File: src/rtl/qif_neuron_array.sv
// Time-multiplexed array of quadratic integrate-and-fire neurons sharing one saturating datapath.
// Optional leak term enabled by defining QIF_LEAK_EN.
module qif_neuron_array #(
  parameter int WIDTH      = 8,
  parameter int N_CH       = 4,
  parameter int V_RESET    = -20,
  parameter int V_TH       = 50,
  parameter int REFRAC     = 3,
  parameter int SQ_SHIFT   = 3,
  parameter int I_SHIFT    = 2,
  parameter int LEAK_SHIFT = 4
) (
  input  logic                                        clk,
  input  logic                                        rst_n,
  input  logic                                        en,
  input  logic [N_CH*WIDTH-1:0]                       I_syn,
  output logic [N_CH*WIDTH-1:0]                       V_mem,
  output logic [N_CH-1:0]                             spike,
  output logic [((N_CH > 1) ? $clog2(N_CH) : 1)-1:0]  ch_idx,
  output logic                                        frame_done
);

  localparam int CW = (N_CH > 1) ? $clog2(N_CH) : 1;
  localparam int RW = (REFRAC > 0) ? $clog2(REFRAC + 1) : 1;
  localparam int SW = 2*WIDTH + 2;

`ifdef QIF_LEAK_EN
  localparam bit LEAK_ON = 1'b1;
`else
  localparam bit LEAK_ON = 1'b0;
`endif

  localparam logic signed [WIDTH-1:0] VRST    = WIDTH'(V_RESET);
  localparam logic signed [WIDTH-1:0] VTH     = WIDTH'(V_TH);
  localparam logic signed [SW-1:0]    SUM_MAX = SW'(2**(WIDTH-1) - 1);
  localparam logic signed [SW-1:0]    SUM_MIN = SW'(-(2**(WIDTH-1)));

  function automatic logic signed [WIDTH-1:0] sat(input logic signed [SW-1:0] x);
    if (x > SUM_MAX)      sat = SUM_MAX[WIDTH-1:0];
    else if (x < SUM_MIN) sat = SUM_MIN[WIDTH-1:0];
    else                  sat = x[WIDTH-1:0];
  endfunction

  logic signed [WIDTH-1:0] v_q [N_CH];
  logic [RW-1:0]           rf_q [N_CH];
  logic [CW-1:0]           ptr_q, ptr_d;
  logic [N_CH-1:0]         spike_q, spike_d;
  logic                    frame_q, frame_d;

  logic signed [WIDTH-1:0] v_cur, i_cur, vs, is_t, lk, v_d;
  logic [RW-1:0]           rf_cur, rf_d;
  logic signed [SW-1:0]    lk_term, sum;
  logic                    fire;

  // Shared datapath: evaluate the channel under the pointer
  always_comb begin
    v_cur   = v_q[ptr_q];
    rf_cur  = rf_q[ptr_q];
    i_cur   = I_syn[ptr_q*WIDTH +: WIDTH];
    vs      = v_cur >>> SQ_SHIFT;
    is_t    = i_cur >>> I_SHIFT;
    lk      = v_cur >>> LEAK_SHIFT;
    lk_term = SW'(0);
    if (LEAK_ON) lk_term = SW'(lk);
    sum     = SW'(v_cur) + SW'(vs) * SW'(vs) + SW'(is_t) - lk_term;

    fire = 1'b0;
    v_d  = v_cur;
    rf_d = rf_cur;
    if (rf_cur != '0) begin
      v_d  = VRST;
      rf_d = rf_cur - RW'(1);
    end else if (v_cur >= VTH) begin
      v_d  = VRST;
      rf_d = RW'(REFRAC);
      fire = 1'b1;
    end else begin
      v_d  = sat(sum);
    end

    for (int k = 0; k < N_CH; k++) spike_d[k] = fire && (ptr_q == CW'(k));
    frame_d = (ptr_q == CW'(N_CH-1));
    ptr_d   = (ptr_q == CW'(N_CH-1)) ? '0 : ptr_q + CW'(1);
  end

  always_ff @(posedge clk or posedge rst_n) begin
    if (rst_n) begin
      for (int k = 0; k < N_CH; k++) begin
        v_q[k]  <= VRST;
        rf_q[k] <= '0;
      end
      ptr_q   <= '0;
      spike_q <= '0;
      frame_q <= 1'b0;
    end else if (en) begin
      v_q[ptr_q]  <= v_d;
      rf_q[ptr_q] <= rf_d;
      ptr_q       <= ptr_d;
      spike_q     <= spike_d;
      frame_q     <= frame_d;
    end else begin
      spike_q <= '0;
      frame_q <= 1'b0;
    end
  end

  for (genvar k = 0; k < N_CH; k++) begin : g_vout
    assign V_mem[k*WIDTH +: WIDTH] = v_q[k];
  end

  assign spike      = spike_q;
  assign ch_idx     = ptr_q;
  assign frame_done = frame_q;

endmodule

File: config.mk
export PLATFORM = sky130hd
export DESIGN_NAME = qif_neuron_array
export DESIGN_NICKNAME = d
export VERILOG_FILES = /design/src/rtl/qif_neuron_array.sv
export SDC_FILE = /design/constraint.sdc
export NUM_CORES = 1
export LEC_CHECK = 0
export CAP_MARGIN = 10
export CORE_MARGIN = 2
export CORE_UTILIZATION = 45
export DETAILED_ROUTE_END_ITERATION = 8
export PLACE_DENSITY = 0.72
export SYNTH_ARGS = -nofsm -noshare
export SYNTH_HDL_FRONTEND = slang
export SYNTH_SLANG_ARGS = --single-unit
File: constraint.sdc
create_clock -name clk -period 18.4 [get_ports clk]
set_input_delay 3.68 -clock clk [delete_from_list [all_inputs] [get_ports clk]]
set_output_delay 3.68 -clock clk [all_outputs]
set_load 0.01 [all_outputs]
After elaboration in Yosys (flattened, before gate mapping)
Index checks and enable logic that the tools add are counted.
- register bits: 47
- word-level logic and storage cells: 56
- input port bits: 35
- add/sub/neg operators: 4
- eq/ne operators: 3
- $lt $le $gt $ge: 5
- reduce and logical (&&, ||, !) cells: 7
- bitwise logic cells: 1
- multiplexer cells: 23
- multiply operators: 1
- shift-type cells: 1
- operator list (operator ; number):
    8-bit 2-to-1 mux ; 7
    32-bit bitwise mux ; 1
    32-bit by 6-bit indexed part select with 8-bit output ; 1
    8-bit binary-select mux with 2-bit select ; 1
    8-bit demux with 2-bit select ; 1
    11-bit by 6-bit adder with 12-bit output ; 1
    12-bit by 8-bit > comparator with 1-bit output (second input constant) ; 1
    12-bit by 8-bit less-than comparator with 1-bit output (second input constant) ; 1
    2-bit 2-to-1 mux ; 6
    8-bit by 10-bit adder with 11-bit output ; 1
    5-bit by 5-bit multiplier with 10-bit output ; 1
    8-bit bitwise mux ; 1
    8-bit by 7-bit greater-or-equal comparator with 1-bit output (second input constant) ; 1
    1-bit logical AND ; 5
    2-bit binary-select mux with 2-bit select ; 1
    2-bit demux with 2-bit select ; 1
    2-bit equality test (second input constant) ; 2
    4-bit 2-to-1 mux ; 1
    3-bit greater-or-equal comparator (second input constant) ; 1
    3-bit by 1-bit less-than comparator with 1-bit output (second input constant) ; 1
    1-bit 2-to-1 mux ; 3
    2-bit inverter with 3-bit output ; 1
    2-bit by 1-bit adder with 2-bit output (second input constant) ; 1
    2-bit by 1-bit equality test with 1-bit output (second input constant) ; 1
    3 further kinds ; 3

Logic depth before layout (Yosys ltp)
Gate-level depths: netlist of run 1.
- depth in word-level cells: 13
- gate-level depth with buffers: 21
- depth with buffers taken out: 19

Worst setup path after synthesis of run 1
OpenSTA, ideal clock, no wires.
- path type: input-to-reg
- start point: in I_syn[30]
- end point: reg v_q, in the netlist V_mem[28]
- arrival time: 7674 ps
- library setup time: 125 ps
- setup slack: 10602 ps
- stages: 14
- cells stage by stage: mux4_2 > fa_1 > fa_1 > inv_1 > fa_1 > inv_1 > ha_1 > a211oi_2 > o21ai_0 > a21oi_1 > xor2_1 > a31oi_4 > o211a_4 > mux2_2
- word-level cells in the longest chain between the ends: 8
- elaborated cells between the ends (all ways): 9
- RTL lines (what ; RTL line ; RTL):
    start: declaration ; 16 ; input logic [N_CH*WIDTH-1:0] I_syn,
    32-bit by 6-bit indexed part select with 8-bit output (*) ; 59 ; i_cur = I_syn[ptr_q*WIDTH +: WIDTH];
    11-bit by 6-bit adder with 12-bit output (*) ; 65 ; sum = SW'(v_cur) + SW'(vs) * SW'(vs) + SW'(is_t) - lk_term;
    12-bit by 8-bit less-than comparator with 1-bit output ; 40 ; else if (x < SUM_MIN) sat = SUM_MIN[WIDTH-1:0];
    8-bit 2-to-1 mux ; 40 ;
    8-bit 2-to-1 mux (*) ; 39 ; if (x > SUM_MAX) sat = SUM_MAX[WIDTH-1:0];
    8-bit 2-to-1 mux (*) ; 73 ; end else if (v_cur >= VTH) begin
    8-bit 2-to-1 mux (*) ; 70 ; if (rf_cur != '0) begin
    32-bit bitwise mux (*) ; 96 ; v_q[ptr_q] <= v_d;
    end signal: indexed assignment ; 96 ;
    end: declaration ; 44 ; logic signed [WIDTH-1:0] v_q [N_CH];
Mark *: on every way between the ends. The rest lies on a longest branch, timed or not.
A chain may end at the register's enable or synchronous reset.

Final worst setup path of run 1
- start point: in I_syn[30]
- end point: reg v_q, in the netlist V_mem[1]
Same word-level chain as after synthesis.

==> qor.csv, run 1 <==
metric,value,unit
fmax,121,MHz
Post-Syn Nets,485,
Total Die Area,9650,sq um
post-route ant nets,0,
post-synth cell types,50,
Hold Crit Class,reg -> reg,
first-pass GRT wire length,15900,um
Die X,98.2,um
Final nets,549,
crit path DAT,8440,ps
worst-margin pin slew,631,ps
total track usage,20.3,%
Worst Setup Start Kind,primary input,
fraction of registers with async set/reset,100,%
TritonRoute pass-1 iters,4,
RSZ-0062 raised after global routing,no,
clock slew at reported path FFs,90,ps
CTS Buffer Depth,2,
share of cells above drive strength 1,14.8,%
Diodes inserted,0,
CP Capture Type,register,
Core Region,8680,sq um
DR vias/cell,5.50,
Die H,98.2,um
Critical path buffers and inverters,3,
Synth area leader,dfrtp_1,
# hold bufs at CTS,0,
HPWL Detailed,7270,um
"EDFF count, synth",0,
"Avg Cell Area, Syn",10.3,sq um
CTS Root Cell,clkbuf_8,
setup violators final,0,
most frequent cells in the layout,"clkdlybuf4s50_1, inv_1, nand2_1",
wl on met1,4110,um
worst-path maximum fanout,6,
met2 WL post-DR,4660,um
routed len/inst,16.5,um
CP required,18570,ps
CP max stage cell,fa_1,
Ports,74,
YS warnings,0,
status,finished clean,
min Tclk post-route,8280,ps
H-tree depth,2,
Area Overhead vs Synth,21.0,%
CTS Sinks,47,
Worst Skew,7.22,ps
highest routed layer,met4,
Post-Syn Area,3990,sq um
Fin. Hold Viols,0,
Most used DFF post-synth,dfrtp_1,
Setup TNS,0,ps
initial antenna violation count,0,
GPL Wtd Cong,0.862,
Resized cells post-CTS,0,
DR DRC count,0,
Initial Util,46.0,%
max_slew headroom,57.6,%
Syn Inst Count,387,
pin count of the biggest net entering global routing,48,
CTS tree,done,
total number of vias,3081,
Seq cells post-synth,47,
Fill cells,760,
CP top delay family,adder cells,
Synth area leaders,"dfrtp_1, fa_1, dfstp_2, ha_1, mux4_2",
IO buf count,65,
GRT overflow,0,
crit-path cells,"clkdlybuf4s50_1, mux4_2, fa_1, fa_1, inv_1, fa_1, inv_1, ha_1, o211ai_1, o211ai_1, a31oi_1, xnor2_1, o21ai_2, a21oi_1, o21ai_0",
final period utilization,45.0,%
Util after Layout,55.7,%
vias in the first global route,3232,
CP Class,in -> reg,
number of DRC markers in iteration 0,83,
CP dominant cell by count,fa_1,
Post-CTS Setup Inserts,0,
met3 routed WL,367,um
post-synthesis sequential area ratio,30.1,%
MaxCap Viol Count,0,
routed wire length,9220,um
Skew-Pair Late Insertion Delay,300,ps
Row Count,34,
post-synth top area share,16.9,%
CTS Buf Count,5,
"most common cell after layout, fill and taps aside",clkdlybuf4s50_1,
Max Slew Vio Count,0,
crit-path max cell delay,530,ps
## logic make-up after synthesis
logic type / after synthesis / synth area share (%)
flops: 47 / 30.1
fa+ha+maj: 63 / 25.0
simple gates: 98 / 11.5
buf+inv: 75 / 7.52
compound gates: 72 / 12.8
xor+xnor: 12 / 2.63
mux: 20 / 10.4
## worst reg2reg max path, stage by stage (launching register included)
cell     delay, ps
dfrtp_1        630
buf_4          330
mux4_2         680
nand2_1        170
inv_1          110
fa_1           570
inv_1           80
fa_1           530
inv_1           60
fa_1           530
inv_1           60
fa_1           530
inv_1           40
ha_1           380
nor3_1          80
nor2_1         190
a31oi_1        130
xnor2_1        530
o21ai_2        260
a21oi_1        410
o21ai_0        160
## layer usage
layer  track usage (%)  vias up
li1                  -     1428
met1              27.6     1570
met2              35.0       75
met3              2.79        8
met4              4.00        0
met5                 0        -
## synth_stat cells (2+ instances only)
cell type  number
mux4_2         16
o31ai_1         4
buf_2           3
ha_1           35
a31o_2          2
o21ai_2         2
inv_1          63
nand2b_1        2
nand2_1        38
nor3_1          3
nor3b_1         2
nor2b_1         3
fa_1           28
o211ai_1        2
a21oi_1        13
and2_1          4
a211oi_2        2
dfrtp_1        27
o21ai_0        18
xnor2_1         5
xor2_1          7
nor4_1          4
o21ai_1         5
a21o_1          6
a31oi_1         9
clkbuf_1        6
buf_6           2
mux2_4          3
nand3_1         2
nor2_1         32
dfstp_2        20
## registers in the layout, indices dropped and copies added, names as in the netlist
register / flops
rf_q: 8
ch_idx: 2
V_mem: 32
spike: 4
frame_done: 1
## path summary, 6_finish.rpt
check,slack [ps],end,cells after the start,startpoint
hold / removal,470,V_mem[7],2,V_mem[7]
min in group asynchronous,3850,V_mem[20],3,rst_n
max in group asynchronous,14160,rf_q[7],3,rst_n
setup / recovery,10120,V_mem[1],15,I_syn[30]
setup reg to reg,11810,V_mem[1],20,ch_idx[1]
hold reg to reg,470,V_mem[7],2,V_mem[7]
## layout make-up
| cell class | count | area [sq um] | area share, % |
|---|---|---|---|
| repair buffers | 68 | 673 | 13.9 |
| inverters | 64 | 240 | 4.97 |
| well taps | 108 | 135 | 2.80 |
| flip-flops and latches | 47 | 1200 | 24.9 |
| clock buffers | 7 | 86.3 | 1.79 |
| multi-input cells | 265 | 2490 | 51.6 |
| clock inverters | 1 | 5.00 | 0.104 |
## per-stage QoR
step	cell area [sq um]	cells	hold slack, ps	worst slack (ps)
6_report	4830	560	472	10120
5_1_grt	4830	560	492	9880
4_1_cts	4830	560	475	10140
3_5_place_dp	4740	552	464	9870
3_3_place_gp	4740	552	455	9920
2_1_floorplan	3990	387	443	10600
Power of run 1 is left out: the tool's default activity adds up to more than one toggle a clock period on the data nets, which glitch-free logic cannot reach.
==> run 2: changes to the inputs <==
clock period = 8.2 ns   (was 18.4 ns; I/O delays follow)
==> run 2 against run 1 <==
  * Clock skew down 0.65 ps
  * First-iteration DRC count up 71%
  * Worst setup slack worse by 8400 ps
  * Global-route usage about the same
  * Cell area up 0.85%
  * Wire length about the same
  * Critical path type is now reg -> reg
==> qor.csv, run 2 (synthesis results as in run 1) <==
metric,value,unit
status,finished clean,
Setup TNS,0,ps
Core Region,8680,sq um
first-pass GRT wire length,15900,um
Row Count,34,
HPWL Detailed,7200,um
initial antenna violation count,0,
share of cells above drive strength 1,14.8,%
Hold Path Sink,V_mem[7],
Diodes inserted,0,
Total Die Area,9650,sq um
Reg-to-Reg End,V_mem[28],
pin count of the biggest net entering global routing,48,
setup violators final,0,
worst-path maximum fanout,14,
CTS tree,done,
Skew-Pair Late Insertion Delay,300,ps
Initial Util,46.0,%
IO buf count,65,
Ports,74,
reg-to-reg startpoint,ch_idx[1],
hold_sp,V_mem[7],
# hold bufs at CTS,0,
CP Capture Type,register,
Max Slew Vio Count,0,
CP dominant cell by count,inv_1,
Final nets,549,
Worst Setup Start Kind,register,
post-route ant nets,0,
final period utilization,78.9,%
fmax,154,MHz
Resized cells post-CTS,0,
WHS Path Cells,2,
RSZ-0062 raised after global routing,no,
crit-path max cell delay,860,ps
Post-CTS Setup Inserts,0,
min Tclk post-route,6470,ps
Largest register FFs,32,
GPL Wtd Cong,0.879,
crit-path cells,"mux4_2, nand2_1, inv_1, fa_1, inv_1, fa_1, inv_1, fa_1, inv_1, fa_1, inv_1, ha_1, nor3_1, nor2_1, a21oi_1, xor2_1, a31oi_4, o211a_4, mux2_2",
DR DRC count,0,
Die H,98.2,um
GRT overflow,0,
Area Overhead vs Synth,22.1,%
routed len/inst,16.5,um
max_slew headroom,48.3,%
total number of vias,3029,
worst-margin pin slew,776,ps
"most common cell after layout, fill and taps aside",clkdlybuf4s50_1,
H-tree depth,2,
Worst Reg-to-Reg Cells,19,
CTS Root Cell,clkbuf_8,
Worst Skew,6.57,ps
Fin. Hold Viols,0,
CP Class,reg -> reg,
MaxCap Viol Count,0,
routed wire length,9210,um
"setup slack, reg-to-reg",1730,ps
clock slew at reported path FFs,90,ps
cell total after placement,552,
CTS Sinks,47,
crit path DAT,6670,ps
fin cells,560,
DR vias/cell,5.41,
most frequent cells in the layout,"clkdlybuf4s50_1, inv_1, nand2_1",
total track usage,20.3,%
CP required,8390,ps
CTS Buf Count,5,
Die X,98.2,um
vias in the first global route,3201,
Hold Crit Class,reg -> reg,
TritonRoute pass-1 iters,5,
CP max stage cell,dfrtp_1,
number of DRC markers in iteration 0,142,
CTS Buffer Depth,2,
[run 2: cell count changes in the layout (fill, tap and decap cells not counted), sizes merged]
cell | previous run | this run
clkbuf | 7 | 6
bufinv | 0 | 2
clkinv | 2 | 1
[run 2: per-stage QoR]
stage / setup slack, ps / cell area (sq um) / utilization [%] / hold WS (ps)
after floorplan: 2150 / 3990 / - / 443
after global placement: 1740 / 4740 / 54.6 / 456
after detailed placement: 1650 / 4740 / 54.6 / 468
after CTS: 1630 / 4870 / 56.2 / 480
after global routing: 1220 / 4870 / 56.2 / 505
final: 1730 / 4870 / 56.2 / 479
[run 2: cell type report]
cell class | instances | area (sq um)
inverters | 64 | 240
fillers | 775 | 3800
clock inverters | 2 | 60.1
flip-flops and latches | 47 | 1200
repair buffers | 68 | 673
clock buffers | 6 | 72.6
multi-input cells | 265 | 2490
well taps | 108 | 135
[run 2: how the worst max path moves through the flow]
stage / start / end / slack [ps]
5_1_grt: ch_idx[1] / V_mem[0] / 1220
2_1_floorplan: ch_idx[1] / V_mem[28] / 2150
6_report: ch_idx[1] / V_mem[28] / 1730
3_5_place_dp: ch_idx[1] / V_mem[17] / 1650
3_3_place_gp: ch_idx[1] / V_mem[0] / 1740
4_1_cts: ch_idx[1] / V_mem[9] / 1630
[run 2: worst max-delay path, delay by kind of cell (launching register included)]
kind / cells / cell delay [ps]
AO/OA/AOI/OAI: 3 / 710
XOR/XNOR: 1 / 420
adder cells (fa/ha/maj): 5 / 2530
buffers and inverters: 5 / 350
flip-flops: 1 / 860
multiplexers: 2 / 1000
AND/OR/NAND/NOR: 3 / 470
[run 2: routing by layer]
| metal | global-route usage [%] | up-vias | routed length (um) |
|---|---|---|---|
| met5 | 0 | - | 0 |
| met4 | 4.85 | 0 | 51 |
| met3 | 3.65 | 6 | 495 |
| met2 | 33.7 | 81 | 4590 |
| met1 | 28.0 | 1512 | 4070 |
| li1 | - | 1430 | - |
Power of run 2 is left out for the same reason.
==> run 3: changes to the inputs <==
clock period = 6.3 ns   (was 8.2 ns; I/O delays follow)
==> run 3 against run 2 <==
  * Sequential share of layout area is 0.26 points lower
  * Clock-buffer cell count stayed put
  * Fmax is 9.2% higher
  * Final cell count is 1.1% higher
  * Wire length is 0.65% higher
  * Via count is 0.23% higher
  * Global-route usage is 0.064 points lower
  * Worst hold slack worse by 6.9 ps
  * Critical path type unchanged
==> qor.csv, run 3 (synthesis results as in run 1) <==
metric,value,unit
CTS tree,done,
clock slew at reported path FFs,90,ps
max_slew headroom,60.9,%
Fill cells,782,
Max Slew Vio Count,0,
Fin. Hold Viols,0,
Diodes inserted,0,
DR vias/cell,5.36,
number of DRC markers in iteration 0,122,
post-route ant nets,0,
Worst Setup Start Kind,register,
CP Class,reg -> reg,
"setup slack, reg-to-reg",370,ps
crit-path max cell delay,600,ps
MaxCap Viol Count,0,
DR DRC count,0,
CP Capture Type,register,
Largest register FFs,32,
first-pass GRT wire length,15800,um
total track usage,20.2,%
Reg-to-Reg End,V_mem[28],
HPWL Detailed,7400,um
IO buf count,65,
GPL Wtd Cong,0.863,
status,finished clean,
CTS Buffer Depth,2,
CTS Sinks,47,
reg-to-reg startpoint,ch_idx[1],
crit path DAT,6120,ps
Worst Skew,9.63,ps
cell total after placement,556,
Worst Reg-to-Reg Cells,19,
pin count of the biggest net entering global routing,48,
Row Count,34,
Ports,74,
Initial Util,46.0,%
Hold Crit Class,reg -> reg,
Final nets,555,
CP endpoint,V_mem[28],
CP max stage cell,mux4_2,
DP Area,4770,sq um
Die X,98.2,um
final period utilization,94.1,%
Area Overhead vs Synth,23.6,%
CP Launch Point,ch_idx[1],
CP top delay family,adder cells,
min Tclk post-route,5930,ps
routed wire length,9270,um
CP required,6490,ps
worst-path maximum fanout,6,
share of cells above drive strength 1,16.8,%
Total Die Area,9650,sq um
H-tree depth,2,
Critical path buffers and inverters,5,
crit-path cells,"buf_4, mux4_2, ha_1, inv_1, fa_1, fa_1, inv_1, fa_1, inv_1, fa_1, inv_1, ha_1, nor3_1, nor2_1, a21oi_1, xor2_2, a31oi_4, o211a_4, mux2_2",
Core Region,8680,sq um
routed len/inst,16.4,um
total number of vias,3036,
TritonRoute pass-1 iters,4,
setup violators final,0,
initial antenna violation count,0,
# hold bufs at CTS,0,
Final Cell Area,4940,sq um
Skew-Pair Late Insertion Delay,310,ps
CTS Root Cell,clkbuf_8,
Stages on worst setup path,19,
most frequent cells in the layout,"clkdlybuf4s50_1, inv_1, nand2_1",
GRT overflow,0,
"most common cell after layout, fill and taps aside",clkdlybuf4s50_1,
Setup TNS,0,ps
fmax,169,MHz
fin cells,566,
Die H,98.2,um
vias in the first global route,3235,
worst-margin pin slew,587,ps
CTS Buf Count,5,
run 3: layout make-up:
class                           count  area (sq um)  area share (%)
Sequential cell                    47          1200            24.4
Clock inverter                      2          60.1            1.22
Clock buffer                        6          72.6            1.47
Multi-Input combinational cell    265          2510            50.8
Timing Repair Buffer               74           718            14.5
Tap cell                          108           135            2.74
Inverter                           64           240            4.87
run 3: layer usage:
layer / GRT usage [%] / up-vias / wire length (um)
li1: - / 1441 / -
met2: 34.4 / 71 / 4670
met5: 0 / - / 0
met1: 27.6 / 1515 / 4010
met3: 3.15 / 9 / 505
met4: 4.64 / 0 / 80
run 3: worst reg2reg max path, cell delays in order, from the launching register on:
cell and delay (ps):
dfrtp_2 440, buf_4 180, mux4_2 600, ha_1 260
inv_1 140, fa_1 450, fa_1 500, inv_1 70
fa_1 530, inv_1 60, fa_1 540, inv_1 40
ha_1 370, nor3_1 200, nor2_1 100, a21oi_1 240
xor2_2 290, a31oi_4 200, o211a_4 310, mux2_2 280
run 3: worst min path at each step:
stage	start	to	slack, ps	depth (start not counted)
finish	V_mem[7]	V_mem[7]	470	2
floorplan	rf_q[2]	rf_q[2]	440	2
detailed placement	V_mem[7]	V_mem[7]	460	2
CTS	V_mem[7]	V_mem[7]	480	2
global route	V_mem[31]	V_mem[31]	510	2
global placement	rf_q[2]	rf_q[2]	450	2
run 3: what timing repair did:
| item | CTS | global route |
|---|---|---|
| setup buffers | 0 | 2 |
| gates resized for setup | 0 | 4 |
| hold endpoints to repair | 0 | 0 |
| endpoints found under the setup margin | 0 | 28 |
run 3: through the flow:
| stage | hold slack (ps) | utilization [%] | setup slack (ps) |
|---|---|---|---|
| 2_1_floorplan | 443 | - | 254 |
| 3_3_place_gp | 454 | 55.0 | 242 |
| 3_5_place_dp | 464 | 55.0 | 148 |
| 4_1_cts | 476 | 56.5 | 122 |
| 5_1_grt | 506 | 56.9 | -5.34 |
| 6_report | 472 | 56.9 | 372 |
Power of run 3 is left out for the same reason.
